File: config.mk
export PLATFORM = sky130hd
export DESIGN_NAME = spi_block_endpoint
export DESIGN_NICKNAME = d
export VERILOG_FILES = /design/src/rtl/spi_ep_pkg.sv /design/src/rtl/spi_shift_tx.sv /design/src/rtl/spi_block_endpoint.sv
export SDC_FILE = /design/constraint.sdc
export NUM_CORES = 1
export LEC_CHECK = 0
export ABC_CLOCK_PERIOD_IN_PS = 5100
export CORE_ASPECT_RATIO = 1.4
export CORE_MARGIN = 2
export CORE_UTILIZATION = 45
export DETAILED_ROUTE_END_ITERATION = 6
export PLACE_DENSITY = 0.75
export SLEW_MARGIN = 20
export SYNTH_ARGS = -nofsm -noshare
export SYNTH_HDL_FRONTEND = slang
export SYNTH_SLANG_ARGS = --single-unit
File: constraint.sdc
create_clock -name clk -period 5.1 [get_ports clk]
set_input_delay 1.275 -clock clk [delete_from_list [all_inputs] [get_ports clk]]
set_output_delay 1.275 -clock clk [all_outputs]
set_load 0.02 [all_outputs]
File: src/rtl/spi_ep_pkg.sv
// spi_ep_pkg: shared types, widths and key-length helpers for the SPI block endpoint
package spi_ep_pkg;
    typedef enum logic [2:0] {IDLE, RX_BLK, RX_KEY, GAP_W, TX, FIN} ep_state_t;
    localparam int BLOCK_W = 128;
    localparam int NK_LEGAL [3] = '{4, 6, 8};
    function automatic int key_w(input int nk);
        return nk * 32;
    endfunction
    function automatic bit nk_legal(input int nk);
        return nk == NK_LEGAL[0] || nk == NK_LEGAL[1] || nk == NK_LEGAL[2];
    endfunction
endpackage

File: src/rtl/spi_shift_tx.sv
// spi_shift_tx: 128-bit parallel-load, MSB-first shift register feeding sdo
module spi_shift_tx
    import spi_ep_pkg::*;
(
    input  logic               clk,
    input  logic               rst,
    input  logic               load,
    input  logic               shift,
    input  logic [BLOCK_W-1:0] d,
    output logic               msb
);
    logic [BLOCK_W-1:0] q;
    assign msb = q[BLOCK_W-1];
    // load has priority so a fresh result is never shifted on its capture edge
    always_ff @(posedge clk) begin
        if (rst)
            q <= '0;
        else if (load)
            q <= d;
        else if (shift)
            q <= {q[BLOCK_W-2:0], 1'b0};
    end
endmodule

File: src/rtl/spi_block_endpoint.sv
// spi_block_endpoint: SPI slave receiving block+key, driving the AES core handshake and streaming the result; SPI_EP_LOOPBACK_EN bypasses the core
module spi_block_endpoint
    import spi_ep_pkg::*;
#(
    parameter int NK  = 4,
    parameter int GAP = 4
) (
    input  logic                  clk,
    input  logic                  rst,
    input  logic                  cs,
    input  logic                  sdi,
    output logic                  sdo,
    output logic                  core_start,
    output logic [BLOCK_W-1:0]    core_block,
    output logic [key_w(NK)-1:0]  core_key,
    input  logic                  core_done,
    input  logic [BLOCK_W-1:0]    core_result,
    output logic                  busy,
    output logic                  late
);
    localparam int KEY_W = key_w(NK);

    ep_state_t          state, state_n;
    logic [7:0]         cnt, cnt_n;
    logic               rx_blk, rx_key, last_key, gap_end, load, shift, late_set, have_res, tx_msb;
    logic [BLOCK_W-1:0] tx_d;

    assign busy     = state != IDLE;
    assign rx_blk   = !cs && (state == IDLE || state == RX_BLK);
    assign rx_key   = !cs && state == RX_KEY;
    assign last_key = rx_key && cnt == 8'(KEY_W - 1);
    assign gap_end  = !cs && state == GAP_W && cnt == 8'(GAP - 1);
    assign shift    = !cs && state == TX && !late;

`ifdef SPI_EP_LOOPBACK_EN
    logic unused_core;
    assign unused_core = ^{core_done, core_result, gap_end};
    assign load     = !cs && state == GAP_W && cnt == 8'd0;
    assign tx_d     = core_block ^ core_key[KEY_W-1 -: BLOCK_W];
    assign late_set = 1'b0;
`else
    assign load     = !cs && state == GAP_W && core_done && !have_res;
    assign tx_d     = core_result;
    assign late_set = gap_end && !have_res && !load;
`endif

    // state and bit counter registers
    always_ff @(posedge clk) begin
        if (rst) begin
            state <= IDLE;
            cnt   <= 8'd0;
        end else begin
            state <= state_n;
            cnt   <= cnt_n;
        end
    end

    // next state and counter; cs high aborts any frame outside IDLE/FIN
    always_comb begin
        state_n = state;
        cnt_n   = cnt + 8'd1;
        if (cs && busy && state != FIN) begin
            state_n = IDLE;
            cnt_n   = 8'd0;
        end else begin
            case (state)
                IDLE:    begin state_n = cs ? IDLE : RX_BLK; cnt_n = cs ? 8'd0 : 8'd1; end
                RX_BLK:  if (cnt == 8'(BLOCK_W - 1)) begin state_n = RX_KEY; cnt_n = 8'd0; end
                RX_KEY:  if (last_key) begin state_n = GAP_W; cnt_n = 8'd0; end
                GAP_W:   if (gap_end) begin state_n = TX; cnt_n = 8'd0; end
                TX:      if (cnt == 8'(BLOCK_W - 1)) begin state_n = FIN; cnt_n = 8'd0; end
                default: begin state_n = IDLE; cnt_n = 8'd0; end
            endcase
        end
    end

    // capture shifting, start pulse, result bookkeeping and sdo register
    always_ff @(posedge clk) begin
        if (rst) begin
            sdo        <= 1'b0;
            core_start <= 1'b0;
            core_block <= '0;
            core_key   <= '0;
            late       <= 1'b0;
            have_res   <= 1'b0;
        end else begin
            core_start <= last_key;
            sdo        <= shift & tx_msb;
            if (rx_blk) core_block <= {core_block[BLOCK_W-2:0], sdi};
            if (rx_key) core_key <= {core_key[KEY_W-2:0], sdi};
            if (state == IDLE && !cs) begin
                late     <= 1'b0;
                have_res <= 1'b0;
            end
            if (load) have_res <= 1'b1;
            if (late_set) late <= 1'b1;
        end
    end

    spi_shift_tx u_tx (
        .clk   (clk),
        .rst   (rst),
        .load  (load),
        .shift (shift),
        .d     (tx_d),
        .msb   (tx_msb)
    );
endmodule

==> metrics.yaml <==
run_status:
  status: "completed"
sta:
  setup_violations: 0
  tightest_slew_ns: 0.961
  rsz0062_at_grt: "false"
  post-route-period-util_pct: 66.3
  hold_violations: 0
  period_minus_slack_ns: 3.38
  slew_headroom_pct: 35.7
  setup_tns_ns: 0
  fin_worst_skew_ns: 0.0103
  fmax_ghz: 0.296
  final_max_slew_viol_count: 0
synthesis:
  yosysMostFrequentCell: "nand2_1"
  netlist_area_sq_um: 14800
  async_reset_ff_share_pct: 0
  synth_nets: 1925
  synth.largest_area_cell: "dfxtp_1"
  yosys_warnings: 0
  ys_top_cells_by_area: "dfxtp_1 (54%), a21oi_1 (13%), nand2_1 (13%), a22oi_1 (6.4%), nand3_1 (4.5%)"
  yosys.area.top_type_share_pct: 53.8
  synth_ff_type: "dfxtp_1"
  ys_seq_area_share_pct: 53.8
  yosys.cell_types.count: 42
  ys_ff_latch: 399
  synth_edf_count: 0
  netlist_instances: 1791
  avgSynthCellArea_sq_um: 8.29
  synth_top_cells_by_count: "nand2_1 (519), dfxtp_1 (399), a21oi_1 (391)"
clock_tree:
  insertion_delay_ns: 0.53
  numCtsBuffers: 40
  cts_resized: 0
  clk_path_buf_depth: 3
  root_buffer: "clkbuf_16"
  htree_levels: 2
  clock-sinks: 399
  clk_pin_slew_ns: 0.06
  post-cts-setup-buffer-count: 0
  holdBufCountCts: 0
  cts_tree: "done"
setup_path:
  path_class: "primary input to flop"
  cp.required_ns: 5.56
  startpoint_type: "primary input"
  rrSetupSlack_ns: 2.64
  worstPathArrival_ns: 3.84
  path_cells: "clkdlybuf4s50_1 -> or3_4 -> buf_4 -> nand3_1 -> a21oi_1"
  cp_max_fo: 79
  reg2reg_depth: 5
  slowest_delay_ns: 0.95
  end_kind: "flop"
  slowest_stage: "clkdlybuf4s50_1"
global_route:
  overflow: 0
  grt_pass1_wl_mm: 64.9
  grt_max_degree: 130
  track_usage_pct: 22.9
  antenna_found_initial: 3
  grt_pass1_vias: 12700
cells_and_area:
  nNetsFinal: 2219
  syn2layout_area_growth_pct: 35.3
  multi_input_area_sq_um: 5990
  stdcell_count: 2558
  final-seq-area_sq_um: 7990
  drive_above_1_share_pct: 4.77
  n_fill_cell: 2820
job:
  max_cap_violations: 0
drt:
  drt_iter0_drc: 1135
  antenna_left: 0
  finalWirelength_mm: 41.9
  drt-pass1-iter-count: 5
  vias_per_cell: 5.32
  routedWlPerCell_um: 16.4
  vias: 13600
  remaining_drc_errors: 0
die:
  rows: 78
  start_util_pct: 45.7
  fp.dieH_um: 219
  coreArea_sq_um: 32500
  die_area_sq_um: 34500
  io_pins: 393
  die_w_um: 157
placed_design:
  portBuffers: 392
  place_congestion: 0.831
  place_inst: 2483
  hpwlAfterDp_mm: 27.0
power:
  pwr_density_cell_nw_per_um2: 315
  peakVddDrop_v: 0.000232
  p_leak_uw: 0.00631
min_path:
  holdPathStages: 2
  hold_class: "flop to flop"
worst paths after layout:
check           startpoint            end
min reg2reg  core_key[127]  core_key[127]
max reg2reg       state[2]    u_tx.q[100]
max                     cs    u_tx.q[117]
min          core_key[127]  core_key[127]
critical path: cells and delay by family:
| family | cells | cell delay (ns) |
|---|---|---|
| buffers and inverters | 2 | 1.38 |
| AOI/OAI and AO/OA | 1 | 0.18 |
| and+or+nand+nor | 2 | 0.96 |
metrics by stage:
step                      cell area (sq um)  power [uW]  worst slack [ns]  hold slack, ns  utilization (%)
after detailed placement              18700        3410              1.21           0.456             57.7
after global placement                18700        3410              1.30           0.443             57.7
after floorplan                       14800        3280              2.67           0.442                -
after global routing                  20100        6520              1.59           0.483             61.8
after CTS                             20100        6380              1.76           0.464             61.8
final                                 20100        6320              1.72           0.460             61.8
cell usage in the layout (no fill, tap or decap), drive strengths merged, types with 2 or more instances in the layout:
master | Yosys | final
bufinv | 0 | 3
nor3b | 2 | 2
or3b | 2 | 2
nor3 | 11 | 11
clkbuf | 52 | 56
clkdlybuf4s50 | 0 | 391
or3 | 3 | 3
nand3 | 132 | 132
a211oi | 2 | 2
xor2 | 2 | 2
buf | 109 | 22
a31oi | 2 | 2
clkinv | 0 | 10
nor2 | 10 | 10
clkinvlp | 0 | 2
inv | 3 | 5
nand2 | 519 | 519
nor4b | 2 | 2
or2 | 3 | 3
a21oi | 391 | 391
dfxtp | 399 | 399
xnor2 | 5 | 5
diode | 0 | 2
a22oi | 127 | 127
per-layer routing:
layer | part of all wire, % | wire, um | track usage, % | vias up
li1 | - | - | - | 6691
met1 | 39 | 16300 | 26.2 | 6420
met2 | 49 | 20600 | 38.9 | 390
met3 | 8.0 | 3360 | 7.76 | 94
met4 | 3.9 | 1650 | 9.55 | 2
met5 | 0.029 | 12 | 0 | -
cell type report:
type | instances | share of cell area, %
Antenna cell | 2 | 0.0249
Inverter | 3 | 0.0561
Clock buffer | 56 | 5.79
Sequential cell | 399 | 39.8
Multi-Input combinational cell | 1228 | 29.8
Timing Repair Buffer | 413 | 20.9
Tap cell | 440 | 2.74
Clock inverter | 17 | 0.860
power by group:
group	switching, uW	leakage [uW]	internal [uW]	total (uW)
clock	1230	0.000662	1750	2980
combinational	113	0.00244	106	219
sequential	4.13	0.00321	3120	3120
total	1340	0.00631	4970	6320
kinds of logic (layout without fill, tap and decap cells):
kind of cell    after synthesis  after routing  share of synthesized area [%]
compound gates              526            526                           20.0
xor+xnor                      7              7                          0.413
fa+ha+maj                     2              2                          0.152
buf+inv                     164            489                           6.05
flops                       399            399                           53.8
other cells                   0              2                              0
simple gates                693            693                           19.5
flip-flops by register name (all words and copies together) (netlist names):
register / flops
core_start: 1
sdo: 1
late: 1
state: 3
core_block: 128
have_res: 1
cnt: 8
u_tx.q: 128
core_key: 128
(Power assumes the default switching activity.)
